### src/rtl/mem_port_arbiter.sv
// -----------------------------------------------------------------------------
// mem_port_arbiter
//
// Shares the single external memory port between the I-cache and D-cache miss
// engines. One requester owns the port at a time and the arbiter walks a
// LINE_WORDS-beat line transfer (read or write) over the req/ack memory
// handshake, returning read words to the owner and pacing write words.
//
// Ports
//   clk, reset_n           clock, asynchronous active-low reset
//   i_req/i_addr           I-cache line-read request (held until i_done)
//   i_rdata/i_rvalid/i_done  read beats back to the I-cache
//   d_req/d_we/d_addr      D-cache line request; d_we sampled at grant
//   d_wdata/d_wnext        write word in / "word consumed, present next"
//   d_rdata/d_rvalid/d_done  read beats / end-of-transfer back to the D-cache
//   mem_req/mem_we/mem_addr/mem_wdata  memory request side
//   mem_ack/mem_rdata      one-cycle beat completion and read data
//   busy                   a line transfer is in progress
//   dbg_state              current FSM state (0 IDLE, 1 GRANT_I, 2 GRANT_D)
//
// Memory handshake: mem_req is held high with mem_addr/mem_we stable until
// the cycle in which mem_ack is high; that cycle completes the beat and the
// next beat (if any) is presented on the following cycle. mem_ack while the
// port is idle is ignored.
// -----------------------------------------------------------------------------
module mem_port_arbiter #(
  parameter int WORD_SIZE  = 16,
  parameter int LINE_WORDS = 4
) (
  input  logic                 clk,
  input  logic                 reset_n,
  input  logic                 i_req,
  input  logic [WORD_SIZE-1:0] i_addr,
  output logic [WORD_SIZE-1:0] i_rdata,
  output logic                 i_rvalid,
  output logic                 i_done,
  input  logic                 d_req,
  input  logic                 d_we,
  input  logic [WORD_SIZE-1:0] d_addr,
  input  logic [WORD_SIZE-1:0] d_wdata,
  output logic                 d_wnext,
  output logic [WORD_SIZE-1:0] d_rdata,
  output logic                 d_rvalid,
  output logic                 d_done,
  output logic                 mem_req,
  output logic                 mem_we,
  output logic [WORD_SIZE-1:0] mem_addr,
  output logic [WORD_SIZE-1:0] mem_wdata,
  input  logic                 mem_ack,
  input  logic [WORD_SIZE-1:0] mem_rdata,
  output logic                 busy,
  output logic [1:0]           dbg_state
);

  localparam int BW = $clog2(LINE_WORDS);

  typedef enum logic [1:0] {
    ST_IDLE    = 2'd0,
    ST_GRANT_I = 2'd1,
    ST_GRANT_D = 2'd2
  } state_t;

  state_t                    state_q, state_d;
  logic [BW-1:0]             beat_q, beat_d;
  logic                      last_d_q, last_d_d;   // 1: D was the last owner
  logic [WORD_SIZE-BW-1:0]   base_q, base_d;       // line address without beat bits
  logic                      we_q, we_d;
  logic [WORD_SIZE-1:0]      i_rdata_q, i_rdata_d;
  logic                      i_rvalid_q, i_rvalid_d;
  logic                      i_done_q, i_done_d;
  logic [WORD_SIZE-1:0]      d_rdata_q, d_rdata_d;
  logic                      d_rvalid_q, d_rvalid_d;
  logic                      d_done_q, d_done_d;

  logic last_beat;
  logic grant_d;
  logic grant_i;

  // The beat bits of the request addresses are replaced by the beat counter.
  logic unused_addr_bits;
  assign unused_addr_bits = ^{i_addr[BW-1:0], d_addr[BW-1:0]};

  assign last_beat = (beat_q == BW'(LINE_WORDS - 1));

  always_comb begin
    state_d    = state_q;
    beat_d     = beat_q;
    last_d_d   = last_d_q;
    base_d     = base_q;
    we_d       = we_q;
    i_rdata_d  = i_rdata_q;
    i_rvalid_d = 1'b0;
    i_done_d   = 1'b0;
    d_rdata_d  = d_rdata_q;
    d_rvalid_d = 1'b0;
    d_done_d   = 1'b0;
    grant_d    = 1'b0;
    grant_i    = 1'b0;

    case (state_q)
      ST_IDLE: begin
        // Round-robin on contention: favour whoever did not own the port last.
        grant_d = d_req && (!i_req || !last_d_q);
        grant_i = i_req && !grant_d;
        if (grant_d) begin
          state_d  = ST_GRANT_D;
          last_d_d = 1'b1;
          base_d   = d_addr[WORD_SIZE-1:BW];
          we_d     = d_we;
          beat_d   = '0;
        end else if (grant_i) begin
          state_d  = ST_GRANT_I;
          last_d_d = 1'b0;
          base_d   = i_addr[WORD_SIZE-1:BW];
          we_d     = 1'b0;
          beat_d   = '0;
        end
      end

      ST_GRANT_I: begin
        if (mem_ack) begin
          beat_d     = beat_q + 1'b1;
          i_rdata_d  = mem_rdata;
          i_rvalid_d = 1'b1;
          if (last_beat) begin
            i_done_d = 1'b1;
            state_d  = ST_IDLE;
          end
        end
      end

      ST_GRANT_D: begin
        if (mem_ack) begin
          beat_d = beat_q + 1'b1;
          if (!we_q) begin
            d_rdata_d  = mem_rdata;
            d_rvalid_d = 1'b1;
          end
          if (last_beat) begin
            d_done_d = 1'b1;
            state_d  = ST_IDLE;
          end
        end
      end

      default: state_d = ST_IDLE;
    endcase
  end

  always_ff @(posedge clk or negedge reset_n) begin
    if (!reset_n) begin
      state_q    <= ST_IDLE;
      beat_q     <= '0;
      last_d_q   <= 1'b0;
      base_q     <= '0;
      we_q       <= 1'b0;
      i_rdata_q  <= '0;
      i_rvalid_q <= 1'b0;
      i_done_q   <= 1'b0;
      d_rdata_q  <= '0;
      d_rvalid_q <= 1'b0;
      d_done_q   <= 1'b0;
    end else begin
      state_q    <= state_d;
      beat_q     <= beat_d;
      last_d_q   <= last_d_d;
      base_q     <= base_d;
      we_q       <= we_d;
      i_rdata_q  <= i_rdata_d;
      i_rvalid_q <= i_rvalid_d;
      i_done_q   <= i_done_d;
      d_rdata_q  <= d_rdata_d;
      d_rvalid_q <= d_rvalid_d;
      d_done_q   <= d_done_d;
    end
  end

  // Memory side is a pure function of the registered state, so address and
  // write enable cannot move while a beat waits for its ack.
  assign mem_req   = (state_q != ST_IDLE);
  assign mem_addr  = mem_req ? {base_q, beat_q} : '0;
  assign mem_we    = (state_q == ST_GRANT_D) && we_q;
  assign mem_wdata = mem_we ? d_wdata : '0;
  assign d_wnext   = mem_we && mem_ack;
  assign busy      = mem_req;

  assign i_rdata   = i_rdata_q;
  assign i_rvalid  = i_rvalid_q;
  assign i_done    = i_done_q;
  assign d_rdata   = d_rdata_q;
  assign d_rvalid  = d_rvalid_q;
  assign d_done    = d_done_q;
  assign dbg_state = state_q;

endmodule
### config.mk
export PLATFORM = sky130hd
export DESIGN_NAME = mem_port_arbiter
export DESIGN_NICKNAME = d
export VERILOG_FILES = /design/src/rtl/mem_port_arbiter.sv
export SDC_FILE = /design/constraint.sdc
export NUM_CORES = 1
export LEC_CHECK = 0
export CAP_MARGIN = 25
export CORE_ASPECT_RATIO = 0.9
export CORE_MARGIN = 2
export CORE_UTILIZATION = 42
export DETAILED_ROUTE_END_ITERATION = 6
export PLACE_DENSITY = 0.86
export SLEW_MARGIN = 30
export SYNTH_ARGS = -nofsm -noshare
export SYNTH_HDL_FRONTEND = slang
export SYNTH_SLANG_ARGS = --single-unit
### constraint.sdc
create_clock -name clk -period 3 [get_ports clk]
set_input_delay 0.3 -clock clk [delete_from_list [all_inputs] [get_ports clk]]
set_output_delay 0.3 -clock clk [all_outputs]
set_load 0.03 [all_outputs]
==> flow_summary_export.csv <==
group,metric,value,unit
power_and_ir_drop,combPwrFrac,58.0,%
worst_setup_path,crit_start,"dbg_state[1]",
run,maxCapViolations,0,
worst_setup_path,cp-end-kind,"primary output",
power_and_ir_drop,p_leak,0.00183,µW
finish,area_growth,59.4,%
floorplan,core,6050,µm²
timing,setup-tns-final,0,ps
yosys,ys_seq_area_share,54.0,%
clock_tree,clk_latency,300,ps
yosys,synth_edf_count,0,
floorplan,start_util,42.9,%
worst_setup_path,path_class,"reg -> out",
power_and_ir_drop,vdd_drop_max,544,µV
finish,final_net_count,434,
timing,fin_worst_skew,8.34,ps
worst_setup_path,cp.buffers_inverters,4,
global_routing,grt_pass1_wl,10.6,mm
timing,relSlewSlack,50.1,%
clock_tree,post-cts-setup-buffers,0,
hold_path,hold_path_class,"in -> async",
clock_tree,cts_buffer_depth,2,
floorplan,num_rows,27,
global_routing,grt_use_total,19.7,%
yosys,ys_top_cells_by_area,"dfrtp_1, mux2_2, and3_1",
detailed_routing,drt-initial-drc-count,64,
worst_setup_path,cp-start-kind,"flip-flop",
yosys,synth_nets,300,
finish,seq_area,1400,µm²
clock_tree,numCtsBuffers,5,
finish,antenna_cells,0,
timing,worstMarginPinSlew,744,ps
timing,hold_viol,0,
detailed_routing,viasPerCell,5.06,
detailed_routing,vias,2182,
run_status,status,"finished clean",
timing,max_freq,377,MHz
timing,setup_viol,0,
worst_setup_path,worstPathRequired,2700,ps
power_and_ir_drop,power.share.switching,42.2,%
floorplan,die_y,78.6,µm
worst_setup_path,reg2reg_depth,6,
timing,maxSlewViolCount,0,
yosys,synth_top_area_share,54.0,%
finish,fillers,487,
power_and_ir_drop,p_clk_share,12.6,%
yosys,ys.flop_type,"dfrtp_1",
clock_tree,clock-root-buffer,"clkbuf_8",
yosys,ys_warn_count,0,
floorplan,fp.dieW,86.9,µm
finish,multiInputGateArea,1080,µm²
global_routing,grt_start_max_net_pins,37,
worst_setup_path,path_cells,"inv_1 -> ha_1 -> buf_4 -> inv_1 -> clkdlybuf4s50_1",
detailed_routing,routedWlPerCell,15.2,µm
worst_setup_path,rr_endpoint,"base_q[13]",
global_routing,antenna_found_initial,0,
place,numPortBuffers,139,
worst_setup_path,critPathMaxStageDelay,610,ps
worst_setup_path,cp_max_fo,18,
power_and_ir_drop,p_seq_share,29.4,%
finish,final_cell_mix,"clkdlybuf4s50_1, dfrtp_1, mux2_2",
worst_setup_path,cpLargestDelayFamily,"buffers and inverters",
worst_setup_path,arrival,2350,ps
timing,min_period,2650,ps
place,dpl.hpwl,4.94,mm
clock_tree,cts_resized,0,
yosys,async_flop_share,100,%
clock_tree,cts_sinks,56,
place,gp_congestion,0.771,
worst_setup_path,cp_common_cell,"inv_1",
yosys,netlist_instances,225,
clock_tree,clk_pin_slew,90,ps
floorplan,dieArea,6830,µm²
global_routing,grt_overflow,0,
yosys,synth_top_area_cell,"dfrtp_1",
power_and_ir_drop,p_sw,1900,µW
global_routing,grt_pass1_vias,2188,
place,pre_cts_slack,661,ps
yosys,ys_types,31,
yosys,synth_area,2600,µm²
clock_tree,cts_tree,"built",
power_and_ir_drop,p_int,2600,µW
worst_setup_path,crit_path_top_delay_cell,"clkdlybuf4s50_1",
yosys,syn_area_per_cell,11.5,µm²
finish,final_common_cell,"clkdlybuf4s50_1",
yosys,ys_ff_latch,56,
finish,drive_gt1_share,13.4,%
worst_setup_path,r2r-start,"dbg_state[1]",
detailed_routing,ant_nets,0,
power_and_ir_drop,powerDensity,1090,nW/µm²
detailed_routing,drc,0,
finish,fin_util,68.4,%
detailed_routing,first_pass_iters,4,
worst_setup_path,r2r_setup_slack,870,ps
clock_tree,htreeDepth,2,
timing,rsz0062_at_grt,"false",
timing,holdWs,469,ps
timing,fin_ws,350,ps
detailed_routing,wirelength,6.57,mm
timing,fin_crit_sh,88.3,%
floorplan,pin_count,144,
[per-layer routing]
metal	global-route usage, %	vias to the layer above	wire length, µm
li1	-	1046	-
met1	23.2	1047	2680
met2	35.0	82	3370
met3	5.15	7	474
met4	5.63	0	57
met5	0	-	0
[layout make-up]
class | instances | area share [%]
Inverter | 8 | 0.726
Sequential cell | 56 | 33.9
Multi-Input combinational cell | 146 | 26.0
Tap cell | 72 | 2.18
Timing Repair Buffer | 142 | 34.1
Clock inverter | 2 | 1.45
Clock buffer | 5 | 1.66
[cell usage after synthesis, types with 2 or more instances]
library cell	count
dfrtp_1	56
mux2_2	32
and3_1	19
a21oi_1	17
nand2_1	17
nor2b_1	16
nor2_1	10
inv_1	8
nand3_1	8
a32oi_1	6
clkbuf_1	6
ha_1	5
buf_2	4
buf_4	3
buf_6	2
[cells by family after synthesis]
group / count (synthesis) / share of synthesized area [%]
adders and majority gates: 5 / 2.41
muxes: 34 / 14.7
DFF: 56 / 54.0
AOI/OAI and AO/OA: 33 / 9.01
buffers and inverters: 23 / 4.53
and+or+nand+nor: 74 / 15.4
[metrics by stage]
stage	cells	power [µW]	area, µm²
4_1_cts	431	4540	4140
3_5_place_dp	423	3960	4000
3_3_place_gp	423	3890	4000
2_1_floorplan	225	2920	2600
6_report	431	4500	4140
5_1_grt	431	4760	4140
[worst register-to-register path, cell delays in order, from the launching register on]
cell     delay, ps
dfrtp_1        430
inv_1          120
ha_1           450
buf_4          310
o21a_1         500
nor2_1         100
a21oi_1        140
[power groups by stage]
stage          clock network, µW  registers [µW]  logic [µW]
3_5_place_dp                   0            1340        2630
4_1_cts                      577            1330        2630
5_1_grt                      610            1380        2770
3_3_place_gp                   0            1320        2570
6_report                     567            1320        2610
2_1_floorplan                  0            1760        1160
[registers in the layout, summed over array words and instances (netlist names)]
register / cells
base_q: 14
beat_q: 2
d_done: 1
d_rdata: 16
d_rvalid: 1
dbg_state: 2
i_done: 1
i_rdata: 16
i_rvalid: 1
last_d_q: 1
we_q: 1
[how the worst max path moves through the flow]
stage                     cells after the start      endpoint
after detailed placement                      5       mem_req
after global routing                          5       mem_req
after floorplan                               5  mem_addr[10]
final                                         5       mem_req
after CTS                                     5       mem_req
after global placement                        5       mem_req
[what timing repair did]
| item | CTS | global route |
|---|---|---|
| setup endpoints to repair | 0 | 0 |
| endpoints found under the hold margin | 20 | 0 |
| hold buffers | 1 | 0 |
(Power assumes the default switching activity.)
